`src/rtl/regfile_xfer_sequencer_if.sv`:
```
// Command handshake between the instruction decoder and the register-transfer sequencer.
// The decoder holds cmd_kind/src/dst stable while cmd_valid is high and cmd_ready is low.
interface regfile_xfer_sequencer_if;
  logic       cmd_valid;
  logic       cmd_ready;
  logic       cmd_kind;
  logic [2:0] cmd_src;
  logic [2:0] cmd_dst;

  modport master (output cmd_valid, output cmd_kind, output cmd_src, output cmd_dst, input cmd_ready);
  modport slave  (input cmd_valid, input cmd_kind, input cmd_src, input cmd_dst, output cmd_ready);
endinterface

```
`src/rtl/regfile_xfer_sequencer.sv`:
```
// Queues register-file transfer commands and sequences the one-hot, active-low OE/load strobes
// and the PC increment/reset lines, all straight from flops.
module regfile_xfer_sequencer #(
  parameter int QDEPTH   = 2,
  parameter int ALU_WAIT = 1
) (
  input  logic                        clock,
  input  logic                        reset,
  regfile_xfer_sequencer_if.slave     cmd,
  output logic [7:0]                  notOE,
  output logic [7:0]                  notLoad,
  output logic                        pcInc,
  output logic                        pcNotReset,
  output logic                        busy,
  output logic                        done
);

  localparam int            AW       = (QDEPTH > 1) ? $clog2(QDEPTH) : 1;
  localparam logic [AW:0]   FULL_CNT = (AW+1)'(QDEPTH);
  localparam logic [3:0]    WAIT_CNT = 4'(ALU_WAIT);

  typedef enum logic [1:0] {
    IDLE  = 2'd0,
    DRIVE = 2'd1,
    LOAD  = 2'd2,
    INC   = 2'd3
  } state_t;

  state_t          state_r;
  logic [3:0]      cnt_r;
  logic [2:0]      dst_r;
  logic [6:0]      mem_r [QDEPTH];
  logic [AW-1:0]   wr_ptr_r;
  logic [AW-1:0]   rd_ptr_r;
  logic [AW:0]     count_r;

  logic            full_s;
  logic            empty_s;
  logic            push_s;
  logic            pop_s;
  logic [6:0]      head_s;
  logic            head_kind_s;
  logic [2:0]      head_src_s;
  logic [2:0]      head_dst_s;

  // Active-low one-hot select for an 8-entry register file.
  function automatic logic [7:0] sel_low(input logic [2:0] idx);
    return ~(8'h01 << idx);
  endfunction

  assign full_s      = (count_r == FULL_CNT);
  assign empty_s     = (count_r == {(AW+1){1'b0}});
  assign cmd.cmd_ready = pcNotReset & ~full_s;
  assign push_s      = cmd.cmd_valid & cmd.cmd_ready;
  assign pop_s       = (state_r == IDLE) & ~empty_s;
  assign head_s      = mem_r[rd_ptr_r];
  assign head_kind_s = head_s[6];
  assign head_src_s  = head_s[5:3];
  assign head_dst_s  = head_s[2:0];
  assign busy        = (state_r != IDLE) | ~empty_s;

  // PC reset: asserted with reset, released on the first clock edge after it; also gates cmd_ready.
  always_ff @(posedge clock or posedge reset) begin
    if (reset) begin
      pcNotReset <= 1'b0;
    end else begin
      pcNotReset <= 1'b1;
    end
  end

  // Queue storage; entries are invalidated by pointer reset, so no reset is needed here.
  always_ff @(posedge clock) begin
    if (push_s) begin
      mem_r[wr_ptr_r] <= {cmd.cmd_kind, cmd.cmd_src, cmd.cmd_dst};
    end
  end

  // Queue pointers and occupancy; a simultaneous push and pop leaves the count unchanged.
  always_ff @(posedge clock or posedge reset) begin
    if (reset) begin
      wr_ptr_r <= {AW{1'b0}};
      rd_ptr_r <= {AW{1'b0}};
      count_r  <= {(AW+1){1'b0}};
    end else begin
      if (push_s) begin
        wr_ptr_r <= wr_ptr_r + AW'(1);
      end
      if (pop_s) begin
        rd_ptr_r <= rd_ptr_r + AW'(1);
      end
      case ({push_s, pop_s})
        2'b10:   count_r <= count_r + (AW+1)'(1);
        2'b01:   count_r <= count_r - (AW+1)'(1);
        default: count_r <= count_r;
      endcase
    end
  end

  // Transfer sequencer with registered strobes; done of one command overlaps the next pop.
  always_ff @(posedge clock or posedge reset) begin
    if (reset) begin
      state_r <= IDLE;
      cnt_r   <= 4'd0;
      dst_r   <= 3'd0;
      notOE   <= 8'hFF;
      notLoad <= 8'hFF;
      pcInc   <= 1'b0;
      done    <= 1'b0;
    end else begin
      case (state_r)
        IDLE: begin
          notLoad <= 8'hFF;
          pcInc   <= 1'b0;
          done    <= 1'b0;
          notOE   <= 8'hFF;
          if (pop_s) begin
            dst_r <= head_dst_s;
            if (head_kind_s) begin
              pcInc   <= 1'b1;
              state_r <= INC;
            end else if (head_src_s == head_dst_s) begin
              // Self-move is a no-op on the bus: retire immediately without strobes.
              done <= 1'b1;
            end else begin
              notOE   <= sel_low(head_src_s);
              cnt_r   <= WAIT_CNT;
              state_r <= DRIVE;
            end
          end
        end
        DRIVE: begin
          done <= 1'b0;
          if (cnt_r == 4'd1) begin
            notLoad <= sel_low(dst_r);
            state_r <= LOAD;
          end else begin
            cnt_r <= cnt_r - 4'd1;
          end
        end
        LOAD: begin
          notOE   <= 8'hFF;
          notLoad <= 8'hFF;
          done    <= 1'b1;
          state_r <= IDLE;
        end
        INC: begin
          pcInc   <= 1'b0;
          done    <= 1'b1;
          state_r <= IDLE;
        end
        default: begin
          notOE   <= 8'hFF;
          notLoad <= 8'hFF;
          pcInc   <= 1'b0;
          done    <= 1'b0;
          state_r <= IDLE;
        end
      endcase
    end
  end

endmodule
```
`src/flat_wrapper.sv`:
```
// flat-port wrapper written by rule: the top's interface ports become plain ports
module regfile_xfer_sequencer_flat 
#(
  parameter int QDEPTH   = 2,
  parameter int ALU_WAIT = 1
)
  (clock, reset, notOE, notLoad, pcInc, pcNotReset, busy, done, cmd_cmd_valid, cmd_cmd_kind, cmd_cmd_src, cmd_cmd_dst, cmd_cmd_ready);
  regfile_xfer_sequencer_if cmd_i ();
  input  logic clock;
  input  logic reset;
  output logic [7:0] notOE;
  output logic [7:0] notLoad;
  output logic pcInc;
  output logic pcNotReset;
  output logic busy;
  output logic done;
  input wire logic [$bits(cmd_i.cmd_valid)-1:0] cmd_cmd_valid;
  input wire logic [$bits(cmd_i.cmd_kind)-1:0] cmd_cmd_kind;
  input wire logic [$bits(cmd_i.cmd_src)-1:0] cmd_cmd_src;
  input wire logic [$bits(cmd_i.cmd_dst)-1:0] cmd_cmd_dst;
  output wire logic [$bits(cmd_i.cmd_ready)-1:0] cmd_cmd_ready;
  assign cmd_i.cmd_valid = cmd_cmd_valid;
  assign cmd_i.cmd_kind = cmd_cmd_kind;
  assign cmd_i.cmd_src = cmd_cmd_src;
  assign cmd_i.cmd_dst = cmd_cmd_dst;
  assign cmd_cmd_ready = cmd_i.cmd_ready;
  regfile_xfer_sequencer #(.QDEPTH(QDEPTH), .ALU_WAIT(ALU_WAIT)) u_core (.clock(clock), .reset(reset), .cmd(cmd_i), .notOE(notOE), .notLoad(notLoad), .pcInc(pcInc), .pcNotReset(pcNotReset), .busy(busy), .done(done));
endmodule
```
`config.mk`:
```
export PLATFORM = sky130hd
export DESIGN_NAME = regfile_xfer_sequencer_flat
export DESIGN_NICKNAME = d
export VERILOG_FILES = /design/src/rtl/regfile_xfer_sequencer_if.sv /design/src/rtl/regfile_xfer_sequencer.sv /design/src/flat_wrapper.sv
export SDC_FILE = /design/constraint.sdc
export NUM_CORES = 1
export LEC_CHECK = 0
export CORE_MARGIN = 2
export CORE_UTILIZATION = 40
export CTS_BUF_LIST = sky130_fd_sc_hd__clkbuf_8 sky130_fd_sc_hd__clkbuf_16
export DETAILED_ROUTE_END_ITERATION = 7
export PLACE_DENSITY = 0.61
export SYNTH_ARGS = -nofsm -noshare
export SYNTH_HDL_FRONTEND = slang
export SYNTH_SLANG_ARGS = --single-unit
```
`constraint.sdc`:
```
create_clock -name clock -period 4.1 [get_ports clock]
set_input_delay 0.41 -clock clock [delete_from_list [all_inputs] [get_ports clock]]
set_output_delay 0.41 -clock clock [all_outputs]
set_load 0.03 [all_outputs]
```
-- Yosys cells after proc, flatten, opt, wreduce, memory -nomap -nowiden
Memory sizes are Yosys's and may differ from the RTL's.
Index checks and enable logic that the tools add are counted.
- add/subtract/negate cells: 5
- eq/ne operators: 14
- shifts and indexed selects: 2
- multiplexer cells: 26
- bitwise logic cells: 8
- reduce and logical (&&, ||, !) cells: 14
- operators with widths (cell ; number):
    two-way mux 8 bit ; 4
    case mux 8 bit (2 select lines) ; 2
    two-way mux 4 bit ; 4
    inverter 8 bit ; 2
    left shift 1 x 3 -> 8 bit, first input constant ; 2
    nonzero test 2 bit ; 6
    equality test 2 bit, second input constant ; 4
    two-way mux 2 bit ; 4
    case mux 4 bit (2 select lines) ; 1
    two-way mux 1 bit ; 7
    inequality test 2 bit, second input constant ; 3
    case mux 2 bit (3 select lines) ; 1
    AND reduction 5 bit ; 1
    equality test 2 x 1 -> 1 bit, second input constant ; 2
    equality test 4 x 1 -> 1 bit, second input constant ; 1
    logical NOT 2 bit ; 2
    inequality test 2 x 1 -> 1 bit, second input constant ; 2
    case mux 2 bit (2 select lines) ; 1
    AND reduction 2 bit ; 2
    OR reduction 2 bit ; 2
    subtractor 4 x 1 -> 4 bit, second input constant ; 1
    bitwise AND 1 bit ; 3
    equality test 3 bit ; 1
    inequality test 3 x 2 -> 1 bit, second input constant ; 1
    other kinds (8) ; 10
- flip-flop bits (word level): 32
- memory bits (writable): 14
- input port bits: 10
- word-level logic and storage cells: 81
- memories: 1
- memories (name ; depth ; width ; rd ports ; clocked after Yosys merged registers in ; write ports ; line ; source):
    u_core.mem_r ; 2 ; 7 ; 1 ; 0 ; 1 ; regfile_xfer_sequencer.sv:32 ; logic [6:0] mem_r [QDEPTH];

-- Logic depth before layout (Yosys ltp)
Gate-level depths: netlist of the first run.
An unclocked memory read counts as a cell.
- depth after elaboration: 7
- gate-level depth with buffers: 9

-- Worst setup path after synthesis of the first run
OpenSTA, ideal clock, no wires.
- kind: register to register
- from: register u_core.pcNotReset
- to: memory u_core.mem_r[0][0], enable pin
- arrival time: 1.975 ns
- setup slack: 1.765 ns
- stages on the path, launching flop included: 4
- clock period less this slack: 2.335 ns
- path through: dfrtp_1 > a21boi_0 > nand2_1 > nor2_1
- cells in the longest elaborated chain, start to end: 4
- RTL lines (item ; line ; source):
    start, declared ; regfile_xfer_sequencer.sv:13 ; output logic pcNotReset,
    start signal, assigned ; regfile_xfer_sequencer.sv:65 ; pcNotReset <= 1'b0;
    start signal, assigned ; regfile_xfer_sequencer.sv:67 ; pcNotReset <= 1'b1;
    bitwise AND 1 bit ; regfile_xfer_sequencer.sv:53 ; assign cmd.cmd_ready = pcNotReset & ~full_s;
    net cmd_cmd_ready ; flat_wrapper.sv:21 ; output wire logic [$bits(cmd_i.cmd_ready)-1:0] cmd_cmd_ready;
    bitwise AND 1 bit ; regfile_xfer_sequencer.sv:54 ; assign push_s = cmd.cmd_valid & cmd.cmd_ready;
    two-way mux 1 bit ; regfile_xfer_sequencer.sv:73 ; if (push_s) begin
    two-way mux 1 bit (implied by the code) ; regfile_xfer_sequencer.sv:74 ; mem_r[wr_ptr_r] <= {cmd.cmd_kind, cmd.cmd_src, cmd.cmd_dst};
    end, declared ; regfile_xfer_sequencer.sv:32 ;
The timed path passes the listed nets, and every way through them passes these cells.

-- Final worst setup path of the first run
- from: register u_core.state_r[1]
- to: output port busy
- cells in the longest elaborated chain, start to end: 2
- RTL lines (item ; line ; source):
    start, declared ; regfile_xfer_sequencer.sv:29 ; state_t state_r;
    start signal, assigned ; regfile_xfer_sequencer.sv:102 ; state_r <= IDLE;
    start signal, assigned ; regfile_xfer_sequencer.sv:120 ; state_r <= INC;
    start signal, assigned ; regfile_xfer_sequencer.sv:127 ; state_r <= DRIVE;
    nonzero test 2 bit ; regfile_xfer_sequencer.sv:60 ; assign busy = (state_r != IDLE) | ~empty_s;
    OR 1 bit ; regfile_xfer_sequencer.sv:60 ;
    end, declared ; flat_wrapper.sv:15 ; output logic busy;
No other way between the ends.

==> flow_summary_export.csv, run 1 <==
group,metric,value,unit
global_routing,grt_usage,14.6,%
finish,diodes,0,
route,drt_first_pass_iters,4,
floorplanning,start_util,41.0,%
cts,htreeDepth,2,
finish,fin_cells,301,
floorplanning,io_pins,31,
global_routing,grt_max_degree,22,
finish,mostFrequentLayoutCells,"30 x clkdlybuf4s50_1, 20 x nand2_1, 16 x nor2_1, 16 x dfrtp_1, 16 x dfstp_2",
cts,clk_pin_slew,0.08,ns
power_and_ir_drop,power,1.98,mW
global_routing,grt_pass1_wl,6990,um
sta,period_needed,2.64,ns
power_and_ir_drop,switching_share,41.5,%
critical_path,cpMaxStageDelayCell,"clkdlybuf4s50_1",
floorplanning,dieArea,6180,um^2
logic_synthesis,synth_fp_nets,215,
sta,tightest_slew,0.810,ns
logic_synthesis,synthXorXnorAreaFrac,4.32,%
route,drtIter0Drc,52,
cts,root_buffer,"clkbuf_8",
global_routing,grt_pass1_vias,1487,
power_and_ir_drop,p_int,1.16,mW
global_routing,overflow,0,
power_and_ir_drop,peakVddDrop,0.000305,V
logic_synthesis,syn-cell-area,2230,um^2
sta,slew_viol_final,0,
cts,cts_sinks,46,
critical_path,cp.required,3.69,ns
critical_path,end_kind,"output pin",
finish,multi_input_area,906,um^2
place,dp_hpwl,3110,um
power_and_ir_drop,clkPwrFrac,13.4,%
finish,seq_area,1240,um^2
logic_synthesis,yosys.area_share.adder,3.93,%
cts,post-cts-setup-buffers,0,
logic_synthesis,synth_compound_area_share,14.4,%
sta,tns,0,ns
route,wl_per_cell,13.9,um
logic_synthesis,synthArstFlopShare,69.6,%
finish,final_common_cell,"clkdlybuf4s50_1",
logic_synthesis,synth-seq-cells,46,
critical_path,crit_type,"register to output pin",
critical_path,critPathMaxFanout,18,
route,drc_errors,0,
global_routing,antenna_found_initial,0,
logic_synthesis,synth_mux_area_share,3.76,%
sta,rsz0062_at_grt,"no",
route,viasPerCell,5.00,
critical_path,crit_path_start_kind,"register",
sta,period_share,64.4,%
logic_synthesis,synth-edff-count,14,
cts,cts_tree,"yes",
power_and_ir_drop,p_leak,1.03,nW
cts,hold_buffers,0,
sta,setup_viol,0,
place,gp_congestion,0.777,
cts,cts_buffers,5,
sta,fin_ws,1.46,ns
power_and_ir_drop,p_seq_share,39.9,%
place,dp_cells,293,
finish,fillers,544,
logic_synthesis,yosysSeqAreaShare,55.7,%
place,placed_area,2580,um^2
min_path,hp-class,"register to register",
power_and_ir_drop,switching_power,0.821,mW
floorplanning,chipWidth,78.6,um
finish,fin_area,2670,um^2
logic_synthesis,synth_top_family_by_area,"compound AO/OA/AOI/OAI gates",
finish,utilization,49.0,%
logic_synthesis,yosysWarningCount,0,
critical_path,crit_path_max_incr_delay,0.64,ns
power_and_ir_drop,p_per_area,742,nW/um^2
logic_synthesis,synth_cells,198,
cts,cts_resized,0,
route,ant_nets,0,
logic_synthesis,synth_cell_types,43,
run_status,status,"completed",
sta,holdWs,0.478,ns
logic_synthesis,yosys.area_share.simple,14.0,%
route,vias,1505,
place,dpl_worst_slack,1.64,ns
finish,area_growth,19.7,%
sta,slew_headroom,46.0,%
finish,nets,245,
finish,drive_gt1_share,14.4,%
power_and_ir_drop,share_comb_of_total_power,46.6,%
cts,cts_buffer_depth,2,
sta,fmax,0.379,GHz
route,drt-total-wl,4170,um
sta,clock_skew,0.00670,ns
critical_path,worst-endpoint-arrival,2.23,ns
sta,hold_viol,0,
floorplanning,die_h,78.6,um
floorplanning,core,5440,um^2
logic_synthesis,synth_ff_type,"dfstp_2",
run,cap_violations,0,
logic_synthesis,avgSynthCellArea,11.3,um^2
cts,clock_latency,0.29,ns
critical_path,cp_cell_sequence,"inv_1, ha_1, nand2_1, clkdlybuf4s50_1",
floorplanning,row_count,27,
place,portBuffers,30,
-- cell families (layout without fill, tap and decap cells) --
kind of cell             count (synthesis)  count (layout)
XOR/XNOR                                11              11
buffers and inverters                   18              49
AO/OA/AOI/OAI                           46              46
flip-flops                              46              46
adder cells (fa/ha/maj)                  7               7
other                                    1               1
AND/OR/NAND/NOR                         62              62
multiplexers                             7               7
-- critical path: cells and delay by family (launching register included) --
family        cells  cell delay [ns]
fa+ha+maj         1             0.59
simple gates      1             0.18
buf+inv           2             0.73
flops             1             0.43
-- power groups by stage --
| stage | Combinational (mW) | Sequential [mW] | Clock [mW] |
|---|---|---|---|
| after detailed placement | 0.932 | 0.802 | 0 |
| after global placement | 0.924 | 0.801 | 0 |
| after CTS | 0.934 | 0.793 | 0.274 |
| after floorplan | 0.626 | 0.857 | 0 |
| final | 0.923 | 0.791 | 0.265 |
| after global routing | 1.03 | 0.816 | 0.294 |
-- layout make-up --
| type | instances | area share (%) |
|---|---|---|
| clock buffers | 5 | 2.58 |
| clock inverters | 3 | 0.563 |
| inverters | 10 | 1.41 |
| multi-input cells | 134 | 34.0 |
| flip-flops and latches | 46 | 46.6 |
| well taps | 72 | 3.38 |
| repair buffers | 31 | 11.5 |
-- synth_stat cells (7+ instances only) --
cell type / number / share of area, %
edfxtp_1: 14 / 19
xnor2_1: 7 / 2.8
dfrtp_1: 16 / 18
ha_1: 7 / 3.9
o32ai_1: 7 / 2.8
nor2_1: 16 / 2.7
a31oi_1: 7 / 2.0
dfstp_2: 16 / 19
nand2_1: 20 / 3.4
o21ai_0: 15 / 3.4
inv_1: 10 / 1.7
nand2b_1: 10 / 2.8
-- sequential cells by signal (all words and copies together), names as in the netlist --
name and cells:
u_core.wr_ptr_r 1, u_core.dst_r 3, u_core.notOE 8, u_core.state_r 2
u_core.done 1, u_core.notLoad 8, u_core.mem_r 14, u_core.cnt_r 4
u_core.rd_ptr_r 1, u_core.pcNotReset 1, u_core.count_r 2, u_core.pcInc 1
-- routing by layer --
layer | vias to the layer above | track usage [%] | share of wire (%)
met5 | - | 0 | 0
met4 | 0 | 4.21 | 1.2
met3 | 5 | 3.68 | 4.0
met2 | 32 | 23.2 | 47
met1 | 711 | 19.8 | 48
li1 | 757 | - | -
-- worst paths after layout --
kind | cells after the start | endpoint | slack (ns) | from
worst min-delay path | 2 | u_core.notLoad[3] | 0.48 | u_core.notLoad[3]
worst max register to register | 8 | u_core.cnt_r[1] | 1.60 | u_core.state_r[1]
min in group asynchronous | 2 | u_core.cnt_r[2] | 0.57 | reset
worst min register to register | 2 | u_core.notLoad[3] | 0.48 | u_core.notLoad[3]
worst max-delay path | 4 | busy | 1.46 | u_core.state_r[1]
max in group asynchronous | 3 | u_core.notLoad[0] | 2.79 | reset
Note: power is estimated with default switching activity, not from simulation.
==> inputs of run 2 (changes only) <==
--- a/config.mk
+++ b/config.mk
@@ -9,7 +9,7 @@
 export CORE_UTILIZATION = 40
 export CTS_BUF_LIST = sky130_fd_sc_hd__clkbuf_8 sky130_fd_sc_hd__clkbuf_16
 export DETAILED_ROUTE_END_ITERATION = 7
-export PLACE_DENSITY = 0.61
+export PLACE_DENSITY = 0.64
 export SYNTH_ARGS = -nofsm -noshare
 export SYNTH_HDL_FRONTEND = slang
 export SYNTH_SLANG_ARGS = --single-unit
==> constraint.sdc (replaced) <==
create_clock -name clock -period 2.15 [get_ports clock]
set_input_delay 0.215 -clock clock [delete_from_list [all_inputs] [get_ports clock]]
set_output_delay 0.215 -clock clock [all_outputs]
set_load 0.03 [all_outputs]
==> run 2 against run 1 <==
Final cell count rose by 2.7%. Power is 95% higher. Non-clock buffer count grew 8. Sequential cell count stayed put. Routed wire length is 1.4% lower. Core utilization rose by 1.1 points. Combinational power up 100%. Clock power grew 92%. Critical path depth fell by 1. Global-route usage grew 0.17 points. Clock skew is 0.0014 ns higher. Critical path type unchanged. Largest cell class unchanged. Largest power group unchanged.
==> flow_summary_export.csv, run 2 (same netlist as run 1, synthesis figures left out) <==
group,metric,value,unit
finish,regMostFlops,"u_core.mem_r",
run_status,status,"completed",
finish,seq_area,1240,um^2
sta,slew_viol_final,0,
floorplanning,die_h,78.6,um
place,dp_cells,301,
finish,largest_register_ffs,14,
cts,cts_tree,"yes",
sta,setup_viol,0,
finish,drive_gt1_share,17.7,%
sta,tns,0,ns
power_and_ir_drop,switching_power,1.57,mW
cts,htreeDepth,2,
finish,diodes,0,
power_and_ir_drop,p_int,2.29,mW
sta,rsz0062_at_grt,"no",
critical_path,worst-endpoint-arrival,1.76,ns
floorplanning,start_util,41.0,%
cts,cts_buffer_depth,2,
finish,final_common_cell,"clkdlybuf4s50_1",
finish,nets,253,
cts,clock_latency,0.29,ns
power_and_ir_drop,p_per_area,1420,nW/um^2
cts,cts_resized,1,
cts,clk_pin_slew,0.09,ns
floorplanning,core,5440,um^2
critical_path,r2r-start,"u_core.mem_r[0][3]",
route,drt_first_pass_iters,3,
sta,period_share,91.9,%
cts,root_buffer,"clkbuf_8",
route,drtIter0Drc,48,
critical_path,cp.required,1.93,ns
global_routing,grt_max_degree,33,
critical_path,path_buf_inv,2,
power_and_ir_drop,switching_share,40.7,%
critical_path,crit_type,"register to output pin",
route,ant_nets,0,
finish,fin_cells,309,
place,dp_hpwl,3060,um
route,vias,1539,
finish,multi_input_area,906,um^2
power_and_ir_drop,share_comb_of_total_power,48.7,%
sta,clock_skew,0.00813,ns
critical_path,cpMaxStageDelayCell,"clkdlybuf4s50_1",
power_and_ir_drop,p_leak,1.07,nW
finish,mostFrequentLayoutCells,"29 x clkdlybuf4s50_1, 20 x nand2_1, 16 x nor2_1, 16 x dfrtp_1, 16 x dfstp_2",
sta,fmax,0.506,GHz
critical_path,end_kind,"output pin",
finish,fillers,520,
route,wl_per_cell,13.3,um
critical_path,worstSetupStartpoint,"u_core.count_r[0]",
power_and_ir_drop,clkPwrFrac,13.2,%
global_routing,antenna_found_initial,0,
critical_path,critPathMaxFanout,5,
critical_path,crit_path_start_kind,"register",
critical_path,crit_path_max_incr_delay,0.71,ns
global_routing,grt_pass1_wl,7170,um
global_routing,overflow,0,
run,cap_violations,0,
sta,period_needed,1.98,ns
place,portBuffers,30,
cts,cts_buffers,5,
cts,post-cts-setup-buffers,0,
global_routing,grt_usage,14.8,%
min_path,hp-class,"input pin to asynchronous set/reset pin",
finish,largest_registers,"u_core.mem_r: 14 flops, u_core.notLoad: 8 flops, u_core.notOE: 8 flops",
global_routing,grt_pass1_vias,1562,
floorplanning,dieArea,6180,um^2
place,gp_congestion,0.800,
power_and_ir_drop,p_seq_share,38.1,%
critical_path,critPathTopFamily,"buffers and inverters",
route,drc_errors,0,
route,drt-total-wl,4120,um
finish,area_growth,22.4,%
power_and_ir_drop,peakVddDrop,0.000615,V
cts,hold_buffers,0,
floorplanning,chipWidth,78.6,um
sta,hold_viol,0,
floorplanning,io_pins,31,
critical_path,cp_cell_sequence,"inv_1, a21boi_1, clkdlybuf4s50_1",
route,viasPerCell,4.98,
floorplanning,row_count,27,
cts,cts_sinks,46,
-- run 2: changes by cell type in the layout (fill, tap and decap cells not counted), sizes merged --
cell / change
buf: +8
clkdlybuf4s50: -1
clkinv: +2
clkinvlp: -1
dlygate4sd2: +1
inv: -1
-- run 2: worst min-delay path, cell delays in order --
cell and delay (ns):
clkdlybuf4s50_1 0.40, inv_1 0.05, buf_4 0.36
-- run 2: cell type report --
class                           instances  share of cell area, %
Inverter                               10                   1.38
Clock inverter                          3                  0.642
Timing Repair Buffer                   39                   13.4
Clock buffer                            5                   2.52
Multi-Input combinational cell        134                   33.2
Tap cell                               72                   3.30
Sequential cell                        46                   45.5
-- run 2: power groups by stage --
stage | logic [mW] | clock network, mW | registers, mW
2_1_floorplan | 1.19 | 0 | 1.64
3_3_place_gp | 1.89 | 0 | 1.49
3_5_place_dp | 1.91 | 0 | 1.49
4_1_cts | 1.91 | 0.534 | 1.48
5_1_grt | 2.08 | 0.573 | 1.51
6_report | 1.88 | 0.510 | 1.47
-- run 2: worst paths after layout --
check | slack, ns | cells after the start | to
worst max register to register | 0.33 | 5 | u_core.cnt_r[3]
worst min-delay path | 0.31 | 3 | u_core.rd_ptr_r
min in group clock | 0.48 | 2 | u_core.notLoad[5]
worst max-delay path | 0.17 | 3 | cmd_cmd_ready
worst min register to register | 0.48 | 2 | u_core.notLoad[5]
max in group asynchronous | 1.51 | 3 | u_core.notOE[6]
-- run 2: metal layers --
metal / wire length (um) / global-route usage, % / vias to the layer above
met2: 1990 / 24.8 / 25
li1: - / - / 780
met1: 1980 / 18.5 / 730
met4: 33 / 5.09 / 0
met3: 107 / 3.68 / 4
met5: 0 / 0 / -
-- run 2: through the flow --
step	hold slack [ns]	area [um^2]	worst slack [ns]	utilization, %	power, mW
CTS	0.312	2730	0.131	50.1	3.92
finish	0.310	2730	0.174	50.1	3.87
floorplan	0.314	2230	0.0972	-	2.83
global route	0.363	2730	0.0277	50.1	4.17
detailed placement	0.470	2640	0.294	48.6	3.40
global placement	0.467	2640	0.321	48.6	3.38
==> inputs of run 3 (changes only) <==
--- a/config.mk
+++ b/config.mk
@@ -5,10 +5,10 @@
 export SDC_FILE = /design/constraint.sdc
 export NUM_CORES = 1
 export LEC_CHECK = 0
-export CORE_MARGIN = 2
 export CORE_UTILIZATION = 40
 export CTS_BUF_LIST = sky130_fd_sc_hd__clkbuf_8 sky130_fd_sc_hd__clkbuf_16
 export DETAILED_ROUTE_END_ITERATION = 7
+export HOLD_SLACK_MARGIN = 0.05
 export PLACE_DENSITY = 0.64
 export SYNTH_ARGS = -nofsm -noshare
 export SYNTH_HDL_FRONTEND = slang
==> run 3 against run 2 <==
Sequential cell count is the same. Routed wire length shrank 1.7%. Final cell count shrank 0.97%. Combinational power is essentially flat. Clock power grew 1%. Critical endpoint unchanged.
==> flow_summary_export.csv, run 3 (same netlist as run 1, synthesis figures left out) <==
group,metric,value,unit
cts,cts_buffers,5,
floorplanning,start_util,42.5,%
floorplanning,io_pins,31,
min_path,hp-class,"input pin to asynchronous set/reset pin",
power_and_ir_drop,switching_share,40.8,%
sta,fmax,0.502,GHz
power_and_ir_drop,p_leak,1.07,nW
cts,root_buffer,"clkbuf_8",
sta,rsz0062_at_grt,"no",
critical_path,cpMaxStageDelayCell,"clkdlybuf4s50_1",
global_routing,grt_usage,15.5,%
global_routing,grt_pass1_vias,1533,
route,ant_nets,0,
power_and_ir_drop,clkPwrFrac,13.4,%
finish,area_growth,21.9,%
run,cap_violations,0,
finish,drive_gt1_share,16.9,%
finish,mostFrequentLayoutCells,"29 x clkdlybuf4s50_1, 20 x nand2_1, 16 x nor2_1, 16 x dfrtp_1, 16 x dfstp_2",
run_status,status,"completed",
power_and_ir_drop,p_int,2.28,mW
route,wl_per_cell,13.2,um
cts,hold_buffers,0,
place,portBuffers,30,
cts,cts_tree,"yes",
route,drc_errors,0,
sta,period_share,92.7,%
power_and_ir_drop,share_comb_of_total_power,48.6,%
global_routing,grt_max_degree,33,
sta,clock_skew,0.00478,ns
floorplanning,dieArea,5870,um^2
power_and_ir_drop,p_seq_share,38.0,%
global_routing,grt_pass1_wl,7100,um
power_and_ir_drop,peakVddDrop,0.000512,V
finish,diodes,0,
floorplanning,row_count,26,
critical_path,crit_path_start_kind,"register",
finish,regMostFlops,"u_core.mem_r",
finish,nets,252,
route,drt-total-wl,4050,um
global_routing,antenna_found_initial,0,
floorplanning,core,5240,um^2
floorplanning,die_h,76.6,um
critical_path,crit_path_max_incr_delay,0.71,ns
sta,hold_viol,0,
critical_path,cp_cell_sequence,"inv_1, a21boi_1, clkdlybuf4s50_1",
floorplanning,chipWidth,76.6,um
finish,largest_register_ffs,14,
route,drt_first_pass_iters,4,
finish,largest_registers,"u_core.mem_r: 14 flops, u_core.notLoad: 8 flops, u_core.notOE: 8 flops",
sta,period_needed,1.99,ns
route,viasPerCell,4.96,
place,dp_hpwl,3030,um
critical_path,crit_type,"register to output pin",
cts,cts_sinks,46,
power_and_ir_drop,p_per_area,1420,nW/um^2
finish,final_common_cell,"clkdlybuf4s50_1",
critical_path,cp.required,1.93,ns
route,drtIter0Drc,60,
sta,holdWs,0.301,ns
route,vias,1519,
cts,clk_pin_slew,0.08,ns
sta,setup_viol,0,
critical_path,critPathMaxFanout,5,
place,gp_congestion,0.751,
finish,fin_cells,306,
power_and_ir_drop,switching_power,1.58,mW
sta,tns,0,ns
cts,htreeDepth,2,
cts,cts_buffer_depth,2,
global_routing,overflow,0,
sta,slew_viol_final,0,
critical_path,end_kind,"output pin",
cts,clock_latency,0.30,ns
critical_path,worst-endpoint-arrival,1.78,ns
place,dp_cells,298,
==> run 3: cell count changes in the layout (fill, tap and decap cells not counted), sizes merged <==
cell and delta:
inv +1, clkinv -1, buf -1
==> run 3: worst max-delay path, delay by kind of cell (launching register included) <==
kind,cells,cell delay [ns]
flops,1,0.48
buf+inv,2,0.78
compound gates,1,0.22
==> run 3: through the flow <==
stage | utilization, % | setup WS, ns | power (mW) | instance area (um^2)
2_1_floorplan | - | 0.0972 | 2.83 | 2230
3_3_place_gp | 50.3 | 0.324 | 3.35 | 2630
3_5_place_dp | 50.3 | 0.289 | 3.38 | 2630
4_1_cts | 51.9 | 0.124 | 3.90 | 2720
5_1_grt | 51.9 | 0.0266 | 4.17 | 2720
6_report | 51.9 | 0.156 | 3.86 | 2720
==> run 3: metal layers <==
layer	part of all wire, %	global-route usage [%]	vias up
met5	0	0	-
met4	1.5	5.19	0
met3	2.9	3.59	6
met2	48	25.9	25
met1	48	19.7	717
li1	-	-	771
==> run 3: area by class of cell <==
class / instances / area [um^2]
repair buffers: 38 / 359
inverters: 10 / 37.5
clock buffers: 5 / 68.8
flip-flops and latches: 46 / 1240
fillers: 479 / 2520
multi-input cells: 134 / 906
well taps: 70 / 87.6
clock inverters: 3 / 16.3
==> run 3: path summary, 6_finish.rpt <==
kind,start,to,slack [ns],cells past startpoint
max in group asynchronous,reset,u_core.notLoad[2],1.53,3
min reg2reg,u_core.notLoad[4],u_core.notLoad[4],0.48,2
max reg2reg,u_core.rd_ptr_r,u_core.cnt_r[3],0.29,5
max,u_core.count_r[0],cmd_cmd_ready,0.16,3
min in group clock,u_core.notLoad[4],u_core.notLoad[4],0.48,2
min,reset,u_core.cnt_r[0],0.30,3
==> run 3: power groups by stage <==
| stage | Sequential, mW | Clock (mW) | Combinational [mW] |
|---|---|---|---|
| floorplan | 1.64 | 0 | 1.19 |
| global placement | 1.48 | 0 | 1.87 |
| detailed placement | 1.49 | 0 | 1.89 |
| CTS | 1.47 | 0.531 | 1.90 |
| global route | 1.52 | 0.568 | 2.09 |
| finish | 1.47 | 0.517 | 1.87 |
==> run 3: what timing repair did <==
action | in CTS | in global routing
endpoints found under the setup margin | 1 | 0
gates resized for setup | 1 | 0
setup buffers | 0 | 0
